## config.mk

```make
export PLATFORM = sky130hd
export DESIGN_NAME = memory_cycle_sequencer
export DESIGN_NICKNAME = d
export VERILOG_FILES = /design/src/rtl/memory_cycle_pkg.sv /design/src/rtl/mem_req_slot.sv /design/src/rtl/memory_cycle_sequencer.sv
export SDC_FILE = /design/constraint.sdc
export NUM_CORES = 1
export LEC_CHECK = 0
export CAP_MARGIN = 20
export CORE_MARGIN = 5
export CORE_UTILIZATION = 50
export CTS_BUF_LIST = sky130_fd_sc_hd__clkbuf_16
export CTS_CLUSTER_SIZE = 14
export DETAILED_ROUTE_END_ITERATION = 16
export GPL_TIMING_DRIVEN = 0
export PLACE_DENSITY = 0.78
export SKIP_CTS_REPAIR_TIMING = 1
export SYNTH_ARGS = -nofsm -noshare
export SYNTH_HDL_FRONTEND = slang
export SYNTH_SLANG_ARGS = --single-unit
```

## constraint.sdc

```tcl
create_clock -name SIM_CLK -period 4.2 [get_ports SIM_CLK]
set_input_delay 0.42 -clock SIM_CLK [delete_from_list [all_inputs] [get_ports SIM_CLK]]
set_output_delay 0.42 -clock SIM_CLK [all_outputs]
set_load 0.005 [all_outputs]
```

## src/rtl/memory_cycle_pkg.sv

```systemverilog
// Shared definitions for the memory cycle sequencer: FSM state encoding,
// pending-request kinds, parameter defaults and odd-parity helpers.
package memory_cycle_pkg;

    localparam int unsigned DEF_WORD_W   = 16;
    localparam int unsigned DEF_EADDR_W  = 11;
    localparam int unsigned DEF_FADDR_W  = 16;
    localparam int unsigned DEF_READ_LAT = 2;

    // Parity helpers operate on a zero-extended word; zero padding leaves the XOR unchanged.
    localparam int unsigned PAR_MAX_W = 64;

    typedef enum logic [2:0] {
        IDLE,
        E_READ,
        E_WRITE,
        F_READ,
        F_SENSE
    } state_e;

    typedef enum logic {
        REQ_ERASABLE = 1'b0,
        REQ_FIXED    = 1'b1
    } req_kind_e;

    // A word is good when its count of ones is odd.
    function automatic logic parity_good(input logic [PAR_MAX_W-1:0] w);
        return ^w;
    endfunction

    // Parity bit that makes the total count of ones odd.
    function automatic logic parity_bit(input logic [PAR_MAX_W-1:0] data);
        return ~(^data);
    endfunction

endpackage

```

## src/rtl/mem_req_slot.sv

```systemverilog
// One-deep holding slot for a memory request that arrives while a cycle is running.
// A load in the same cycle as a clear wins, so a freed slot can be refilled at once.
module mem_req_slot
    import memory_cycle_pkg::*;
#(
    parameter int unsigned ADDR_W = DEF_FADDR_W,
    parameter int unsigned DATA_W = DEF_WORD_W - 1
) (
    input  logic              clk,
    input  logic              rst_n,
    input  logic              load,
    input  logic              clear,
    input  logic              ld_fixed,
    input  logic [ADDR_W-1:0] ld_addr,
    input  logic              ld_wen,
    input  logic [DATA_W-1:0] ld_data,
    output logic              full,
    output logic              fixed,
    output logic [ADDR_W-1:0] addr,
    output logic              wen,
    output logic [DATA_W-1:0] data
);

    logic              full_q, full_d;
    req_kind_e         kind_q, kind_d;
    logic [ADDR_W-1:0] addr_q, addr_d;
    logic              wen_q, wen_d;
    logic [DATA_W-1:0] data_q, data_d;

    always_comb begin
        full_d = full_q;
        kind_d = kind_q;
        addr_d = addr_q;
        wen_d  = wen_q;
        data_d = data_q;
        if (load) begin
            full_d = 1'b1;
            kind_d = ld_fixed ? REQ_FIXED : REQ_ERASABLE;
            addr_d = ld_addr;
            wen_d  = ld_wen;
            data_d = ld_data;
        end else if (clear) begin
            full_d = 1'b0;
        end
    end

    always_ff @(posedge clk) begin
        if (!rst_n) begin
            full_q <= 1'b0;
            kind_q <= REQ_ERASABLE;
            addr_q <= '0;
            wen_q  <= 1'b0;
            data_q <= '0;
        end else begin
            full_q <= full_d;
            kind_q <= kind_d;
            addr_q <= addr_d;
            wen_q  <= wen_d;
            data_q <= data_d;
        end
    end

    assign full  = full_q;
    assign fixed = (kind_q == REQ_FIXED);
    assign addr  = addr_q;
    assign wen   = wen_q;
    assign data  = data_q;

endmodule

```

## src/rtl/memory_cycle_sequencer.sv

```systemverilog
// Sequences erasable read/write-back cycles and fixed read cycles onto a shared
// memory port, with a one-deep pending request slot and registered outputs.
module memory_cycle_sequencer
    import memory_cycle_pkg::*;
#(
    parameter int unsigned WORD_W   = DEF_WORD_W,
    parameter int unsigned EADDR_W  = DEF_EADDR_W,
    parameter int unsigned FADDR_W  = DEF_FADDR_W,
    parameter int unsigned READ_LAT = DEF_READ_LAT
) (
    input  logic               SIM_CLK,
    input  logic               SIM_RST,
    input  logic               SETEK,
    input  logic               SBF,
    input  logic               WEN,
    input  logic [EADDR_W-1:0] EADDR,
    input  logic [FADDR_W-1:0] FADDR,
    input  logic [WORD_W-1:0]  GEM,
    input  logic               CLROPE,
    output logic               MEM_SEL,
    output logic [FADDR_W-1:0] MEM_ADDR,
    output logic               MEM_RE,
    output logic               MEM_WE,
    output logic [WORD_W-1:0]  MEM_WDATA,
    input  logic [WORD_W-1:0]  MEM_RDATA,
    output logic [WORD_W-1:0]  SA,
    output logic               SA_VALID,
    output logic               PERR,
    output logic               BUSY,
    output logic               OVERRUN
);

    localparam int unsigned CNT_W = (READ_LAT > 1) ? $clog2(READ_LAT) : 1;

    state_e              state_q, state_d;
    logic [CNT_W-1:0]    cnt_q, cnt_d;
    logic                cur_wen_q, cur_wen_d;
    logic [WORD_W-2:0]   cur_data_q, cur_data_d;
    logic                mem_sel_q, mem_sel_d, mem_re_q, mem_re_d, mem_we_q, mem_we_d;
    logic [FADDR_W-1:0]  mem_addr_q, mem_addr_d;
    logic [WORD_W-1:0]   mem_wdata_q, mem_wdata_d, sa_q, sa_d;
    logic                sa_valid_q, sa_valid_d, perr_q, perr_d;
    logic                busy_q, busy_d, overrun_q, overrun_d;

    logic                slot_full, slot_fixed, slot_wen;
    logic [FADDR_W-1:0]  slot_addr;
    logic [WORD_W-2:0]   slot_data;
    logic                slot_load, slot_clear, ld_fixed;
    logic [FADDR_W-1:0]  ld_addr, e_addr;
    logic                sbf_go, cancel, pend, launch, start_new, slot_free, drop, slot_full_nx;
    logic                cyc_fixed, cyc_wen;
    logic [FADDR_W-1:0]  cyc_addr;
    logic [WORD_W-2:0]   cyc_data;

    // The parity bit of GEM is discarded; a fresh one is generated on write.
    logic unused_gem_parity;
    assign unused_gem_parity = GEM[WORD_W-1];

    mem_req_slot #(
        .ADDR_W (FADDR_W),
        .DATA_W (WORD_W - 1)
    ) u_slot (
        .clk      (SIM_CLK),
        .rst_n    (SIM_RST),
        .load     (slot_load),
        .clear    (slot_clear),
        .ld_fixed (ld_fixed),
        .ld_addr  (ld_addr),
        .ld_wen   (WEN),
        .ld_data  (GEM[WORD_W-2:0]),
        .full     (slot_full),
        .fixed    (slot_fixed),
        .addr     (slot_addr),
        .wen      (slot_wen),
        .data     (slot_data)
    );

    // Arrival handling: CLROPE beats a pending fixed launch; a slot being launched
    // from IDLE is free for a new arrival in the same cycle; SETEK outranks SBF.
    always_comb begin
        sbf_go    = SBF && !CLROPE;
        cancel    = CLROPE && slot_full && slot_fixed;
        pend      = slot_full && !cancel;
        launch    = (state_q == IDLE) && pend;
        start_new = (state_q == IDLE) && !pend && (SETEK || sbf_go);
        slot_free = !pend || launch;
        e_addr    = FADDR_W'(EADDR);

        if (launch) begin
            cyc_fixed = slot_fixed;
            cyc_addr  = slot_addr;
            cyc_wen   = slot_wen;
            cyc_data  = slot_data;
        end else begin
            cyc_fixed = !SETEK;
            cyc_addr  = SETEK ? e_addr : FADDR;
            cyc_wen   = WEN;
            cyc_data  = GEM[WORD_W-2:0];
        end

        slot_load = 1'b0;
        ld_fixed  = !SETEK;
        ld_addr   = SETEK ? e_addr : FADDR;
        drop      = 1'b0;
        if (start_new) begin
            slot_load = SETEK && sbf_go;
            ld_fixed  = 1'b1;
            ld_addr   = FADDR;
        end else if (slot_free) begin
            slot_load = SETEK || sbf_go;
            drop      = SETEK && sbf_go;
        end else begin
            drop      = SETEK || sbf_go;
        end
        slot_clear   = cancel || launch;
        slot_full_nx = slot_load || (pend && !launch);
    end

    always_comb begin
        state_d     = state_q;
        cnt_d       = cnt_q;
        cur_wen_d   = cur_wen_q;
        cur_data_d  = cur_data_q;
        mem_sel_d   = mem_sel_q;
        mem_addr_d  = mem_addr_q;
        mem_wdata_d = mem_wdata_q;
        mem_re_d    = 1'b0;
        mem_we_d    = 1'b0;
        sa_d        = sa_q;
        sa_valid_d  = 1'b0;
        perr_d      = perr_q;

        case (state_q)
            IDLE: begin
                if (launch || start_new) begin
                    state_d    = cyc_fixed ? F_READ : E_READ;
                    cnt_d      = CNT_W'(READ_LAT - 1);
                    cur_wen_d  = cyc_wen;
                    cur_data_d = cyc_data;
                    mem_sel_d  = cyc_fixed;
                    mem_addr_d = cyc_addr;
                    mem_re_d   = 1'b1;
                end
            end
            E_READ, F_READ: begin
                if (cnt_q == '0) begin
                    sa_d       = MEM_RDATA;
                    sa_valid_d = 1'b1;
                    perr_d     = !parity_good(PAR_MAX_W'(MEM_RDATA));
                    if (state_q == E_READ) begin
                        state_d     = E_WRITE;
                        mem_we_d    = 1'b1;
                        mem_wdata_d = cur_wen_q ? {parity_bit(PAR_MAX_W'(cur_data_q)), cur_data_q}
                                                : MEM_RDATA;
                    end else begin
                        state_d = F_SENSE;
                    end
                end else begin
                    cnt_d    = cnt_q - CNT_W'(1);
                    mem_re_d = 1'b1;
                end
            end
            E_WRITE, F_SENSE: state_d = IDLE;
            default: state_d = IDLE;
        endcase

        busy_d    = (state_d != IDLE) || slot_full_nx;
        overrun_d = overrun_q || drop;
    end

    always_ff @(posedge SIM_CLK) begin
        if (!SIM_RST) begin
            state_q     <= IDLE;
            cnt_q       <= '0;
            cur_wen_q   <= 1'b0;
            cur_data_q  <= '0;
            mem_sel_q   <= 1'b0;
            mem_addr_q  <= '0;
            mem_re_q    <= 1'b0;
            mem_we_q    <= 1'b0;
            mem_wdata_q <= '0;
            sa_q        <= '0;
            sa_valid_q  <= 1'b0;
            perr_q      <= 1'b0;
            busy_q      <= 1'b0;
            overrun_q   <= 1'b0;
        end else begin
            state_q     <= state_d;
            cnt_q       <= cnt_d;
            cur_wen_q   <= cur_wen_d;
            cur_data_q  <= cur_data_d;
            mem_sel_q   <= mem_sel_d;
            mem_addr_q  <= mem_addr_d;
            mem_re_q    <= mem_re_d;
            mem_we_q    <= mem_we_d;
            mem_wdata_q <= mem_wdata_d;
            sa_q        <= sa_d;
            sa_valid_q  <= sa_valid_d;
            perr_q      <= perr_d;
            busy_q      <= busy_d;
            overrun_q   <= overrun_d;
        end
    end

    assign MEM_SEL   = mem_sel_q;
    assign MEM_ADDR  = mem_addr_q;
    assign MEM_RE    = mem_re_q;
    assign MEM_WE    = mem_we_q;
    assign MEM_WDATA = mem_wdata_q;
    assign SA        = sa_q;
    assign SA_VALID  = sa_valid_q;
    assign PERR      = perr_q;
    assign BUSY      = busy_q;
    assign OVERRUN   = overrun_q;

endmodule

```

==> run metrics, run 1 <==
Final Skew about 0.0056 ns; final design utilization 67.6%; area taken by multi-input logic gates between 2000 and 3000 sq um; gr ovfl total 0; cells after synthesis about 560; slew of the pin with the lowest slew margin ~0.64 ns; number of setup violations in the final report 0; Worst Path Required approximately 4.4 ns; Crit Path Class input pin to flop; EDFF count, synth 0; TritonCTS clock tree built; final WL ~15000 um; Fill cells 850; fin cells roughly 820; placed cells 808; total power 0.00308 W; Num CTS Buffers 9; clock share of power 25.4%; CTS Sinks about 110; Ports 120; Worst setup EP type flop; initial antenna violation count 0; Max rail drop VDD ~0.25 mV; RePlAce Congestion roughly 0.88; CP peak stage delay approximately 0.5 ns; Synth area leaders dfxtp_1, nand2_1, o211a_1; Via Count ~4700; ys flop type dfxtp_1; die height around 110 um; MaxCap Viol Count 0; Synth top area share 43.3%; share of async-settable or async-resettable flops after synthesis 0%; global-route wire length before repair 23500 um; clock slew at reported path FFs 0.07 ns; sequential power share between 40% and 50%; Comb pwr share 33.1%; sequential cell area fraction in the yosys report 43.3%; reg2reg setup slack roughly 2.1 ns; initial drt markers about 320; cell with the most instances after synthesis nand2_1; Area Overhead vs Synth 31.8%; vias in the first global route 4696; CP max stage cell clkdlybuf4s50_1; wire length on met3 893 um; Wirelength per Cell ~18 um; initial core utilization about half; DP Wirelength roughly 11000 um; Hold Fails Final Rpt 0; PwrDens roughly 460 nW/um^2; Final ANT Viol Nets 0; cell-internal power about 0.0021 W; crit path cell chain clkdlybuf4s50_1, nor2b_1, buf_2, o21a_1, buf_2, buf_2, nand2_1, o211ai_1, a21boi_0; #FFs+latches synth around 110; RSZ-0062 raised after global routing false; Max Used Layer met4; count of pins over their slew limit 0; Detailed Routing Iterations Pass 1 5; layout cell share with drive strength beyond 1 under 10%; Final TNS setup 0 ns; Most Frequent Cell on Critical Path buf_2; Synth area leader dfxtp_1; fmax around 450 MHz; static leakage 2.69 nW; Core Region 9820 sq um; DRC viols 0; Syn. warnings 0; fin nets about 750; # diodes 0; FP Rows 36; Netlist cell types 50; switching fraction of total power between 30% and 40%; IO buf count about 120; commonest cells in the synthesized netlist nand2_1, dfxtp_1, a21boi_0, o211a_1; # H-tree levels 3; FF+latch area between 2000 and 2500 sq um; DIE WIDTH about 110 um; Hold Slack ~0.45 ns; GRT Overall Usage 24.7%; Synth Cell Area between 5000 and 6000 sq um; sw power between 0.001 and 0.0015 W; post-DR vias/cell 5.67; Synth Net Count 623; worst-path maximum fanout 10; Metal-1 WL 6310 um; Root Driver clkbuf_16; max_slew headroom 57.0%; worst skew pair latency approximately 0.34 ns; Syn Area/Cell between 9 and 10 sq um; largest net degree at the start of global routing 18; Final Cycle Share a little over half; clock buffer depth 2; Hold Path Class flop to flop; status completed; CP arrival around 2.5 ns; CP startpoint kind input pin; Die Area 12200 sq um; fin crit period roughly 2.2 ns; met2 wire len about 7200 um
-- stage by stage --
step | instance area, sq um | setup WS [ns]
CTS | 6640 | 2.01
finish | 6640 | 1.97
floorplan | 5040 | 2.54
global route | 6640 | 1.84
detailed placement | 6370 | 1.67
global placement | 6370 | 1.69
-- layer usage --
metal  track usage [%]  up-vias
met5                 0        -
met4              6.77        0
met3              4.89       23
met2              42.1      176
met1              31.9     2255
li1                  -     2211
-- cells by family (layout without fill, tap and decap cells) --
family / after synthesis / count (layout) / share of synthesized area [%]
simple gates: 195 / 195 / 16.7
compound gates: 146 / 146 / 24.8
flops: 109 / 109 / 43.3
buf+inv: 51 / 183 / 4.67
xor+xnor: 31 / 31 / 5.39
mux: 26 / 26 / 5.17
-- sequential cells by signal (all words and copies together) (netlist names), 3 cells and up --
register     flops
SA              16
MEM_WDATA       16
cur_data_q      15
state_q          3
MEM_ADDR        16
u_slot.addr     16
u_slot.data     15
-- cells in the final DEF (no fill, tap or decap), types with 2 or more instances in the layout --
| master | netlist | layout |
|---|---|---|
| o211ai_1 | 16 | 16 |
| clkbuf_16 | 0 | 9 |
| a21boi_1 | 26 | 26 |
| dfxtp_1 | 109 | 109 |
| o21ai_0 | 3 | 3 |
| nand2_1 | 146 | 146 |
| nand3_1 | 9 | 9 |
| buf_2 | 20 | 20 |
| o21a_1 | 2 | 2 |
| o211ai_2 | 5 | 5 |
| o311ai_0 | 5 | 5 |
| a21boi_2 | 2 | 2 |
| xnor2_1 | 26 | 26 |
| xor2_1 | 5 | 5 |
| mux2i_1 | 26 | 26 |
| buf_6 | 2 | 2 |
| a222oi_1 | 9 | 9 |
| clkdlybuf4s50_1 | 0 | 117 |
| a32oi_1 | 5 | 5 |
| nor2_1 | 6 | 6 |
| nor2b_1 | 17 | 17 |
| clkbuf_1 | 20 | 20 |
| nand2b_1 | 4 | 4 |
| a21boi_0 | 28 | 28 |
| o211a_1 | 27 | 27 |
| clkinvlp_4 | 0 | 3 |
| and2_1 | 6 | 6 |
| inv_1 | 6 | 7 |
| a22oi_1 | 3 | 3 |
| buf_1 | 2 | 2 |
-- layout make-up --
| class | instances | area share [%] |
|---|---|---|
| flip-flops and latches | 109 | 32.9 |
| plain buffers | 45 | 3.20 |
| multi-input cells | 398 | 39.4 |
| clock inverters | 6 | 0.603 |
| well taps | 133 | 2.51 |
| clock buffers | 9 | 3.39 |
| repair buffers | 117 | 17.6 |
| inverters | 6 | 0.339 |
-- power groups by stage --
stage / combinational, W / clock (W) / sequential [W]
3_3_place_gp: 0.000982 / 0 / 0.00129
5_1_grt: 0.00112 / 0.000832 / 0.00129
6_report: 0.00102 / 0.000783 / 0.00128
4_1_cts: 0.00102 / 0.000794 / 0.00128
3_5_place_dp: 0.00101 / 0 / 0.00130
2_1_floorplan: 0.000606 / 0 / 0.00129
-- worst max-delay path: cells and delay by family --
kind / cells / cell delay, ns
and+or+nand+nor: 2 / 0.40
AOI/OAI and AO/OA: 3 / 0.35
buffers and inverters: 4 / 1.28
-- final timing paths --
check | startpoint | depth (start not counted) | end
max | CLROPE | 9 | MEM_ADDR[10]
min | u_slot.addr[1] | 2 | u_slot.addr[1]
max reg2reg | state_q[2] | 7 | MEM_WDATA[10]
min reg2reg | u_slot.addr[1] | 2 | u_slot.addr[1]
(Power assumes the default switching activity.)
==> run 2: changes to the inputs <==
CORE_UTILIZATION = 45   (was 50)
PLACE_DENSITY = 0.74   (was 0.78)
clock period = 1.8 ns   (was 4.2 ns; I/O delays follow)
==> run metrics, run 2 (synthesized netlist as in run 1, its figures left out) <==
Comb pwr share roughly 34%; Final Cycle Share between 90% and 100%; RePlAce Congestion approximately 0.88; PwrDens between 1000 and 1500 nW/um^2; DP Wirelength around 11000 um; # H-tree levels 3; post-DR vias/cell around 5.6; Detailed Routing Iterations Pass 1 5; Wirelength per Cell 17.8 um; final WL roughly 15000 um; max_slew headroom 55.5%; switching fraction of total power 31.7%; Root Driver clkbuf_16; sequential power share around two fifths; dpl ws -0.486 ns; Final ANT Viol Nets 0; Worst setup EP type flop; Ports 120; worst-path maximum fanout 10; TritonCTS clock tree built; # diodes 0; die height 116 um; Die Area approximately 13000 sq um; Hold Path Class input pin to flop; cell-internal power 0.00514 W; CTS Sinks 109; gr ovfl total 0; Final Skew between 0.005 and 0.006 ns; Crit Path Class input pin to flop; initial antenna violation count 0; fin crit period between 1.5 and 2 ns; initial drt markers 389; DIE WIDTH approximately 120 um; number of setup violations in the final report 0; most frequent cells in the layout nand2_1, clkdlybuf4s50_1, dfxtp_1, a21boi_0, o211a_1; commonest non-fill, non-tap cell in the layout nand2_1; Hold Fails Final Rpt 0; layout cell share with drive strength beyond 1 approximately a tenth; fmax 571 MHz; final worst slack between 0.04 and 0.05 ns; IO buf count 117; largest net degree at the start of global routing 19; total power ~0.0075 W; status completed; FP Rows 38; static leakage 2.79 nW; global-route wire length before repair 23400 um; Core Region about 11000 sq um; fin nets between 700 and 800; Hold Slack 0.438 ns; slew of the pin with the lowest slew margin approximately 0.67 ns; initial core utilization 46.3%; final design utilization 63.1%; clock slew at reported path FFs 0.08 ns; clock share of power roughly a quarter; clock buffer depth 2; sw power around 0.0024 W; DRC viols 0; Num CTS Buffers 9; count of pins over their slew limit 0; GRT Overall Usage between 20 and 25%; vias in the first global route about 4600; CP arrival between 2 and 2.5 ns; worst skew pair latency 0.34 ns; MaxCap Viol Count 0; Final TNS setup 0 ns; Via Count approximately 4700; CP startpoint kind input pin; Worst Path Required between 2 and 2.5 ns; Max rail drop VDD about 0.68 mV; Area Overhead vs Synth 36.4%
-- run 2: changes by cell type in the layout (fill, tap and decap cells not counted), sizes merged --
cell / before / now
clkinv: 1 / 3
buf: 25 / 26
clkdlybuf4s50: 117 / 116
clkbuf: 29 / 30
dlymetal6s2s: 0 / 1
inv: 8 / 7
bufinv: 0 / 1
clkinvlp: 3 / 2
-- run 2: routing by layer --
metal / global-route usage (%) / part of all wire, %
met1: 29.3 / 44
met2: 35.9 / 47
met3: 3.60 / 7.4
met4: 7.66 / 1.9
met5: 0 / 0
-- run 2: power groups by stage --
stage                     sequential, W  clock (W)  combinational, W
after detailed placement        0.00304          0           0.00234
after floorplan                 0.00300          0           0.00141
after global routing            0.00305    0.00212           0.00273
after global placement          0.00303          0           0.00228
final                           0.00300    0.00200           0.00252
after CTS                       0.00299    0.00201           0.00236
-- run 2: final cells by class --
class,instances,area [sq um]
multi-input combinational,398,2700
sequential,109,2190
buffer,42,260
tap,140,175
clock buffer,9,225
fill,902,4020
inverter,6,22.5
timing repair buffer,122,1220
clock inverter,7,75.1
-- run 2: final timing paths --
check / start / endpoint / slack, ns / depth (start not counted)
hold / removal: GEM[1] / u_slot.data[1] / 0.44 / 3
setup reg to reg: u_slot.fixed / BUSY / 0.07 / 5
setup / recovery: SIM_RST / MEM_ADDR[2] / 0.05 / 4
hold reg to reg: u_slot.addr[1] / u_slot.addr[1] / 0.46 / 2
-- run 2: worst max-delay path, stage by stage --
cell	delay, ns
clkdlybuf4s50_1	0.48
clkbuf_1	0.52
clkbuf_1	0.58
a21boi_0	0.25
-- run 2: stage by stage --
step,area [sq um],cells
2_1_floorplan,5040,558
3_3_place_gp,6380,815
3_5_place_dp,6380,815
4_1_cts,6680,831
5_1_grt,6870,833
6_report,6870,833
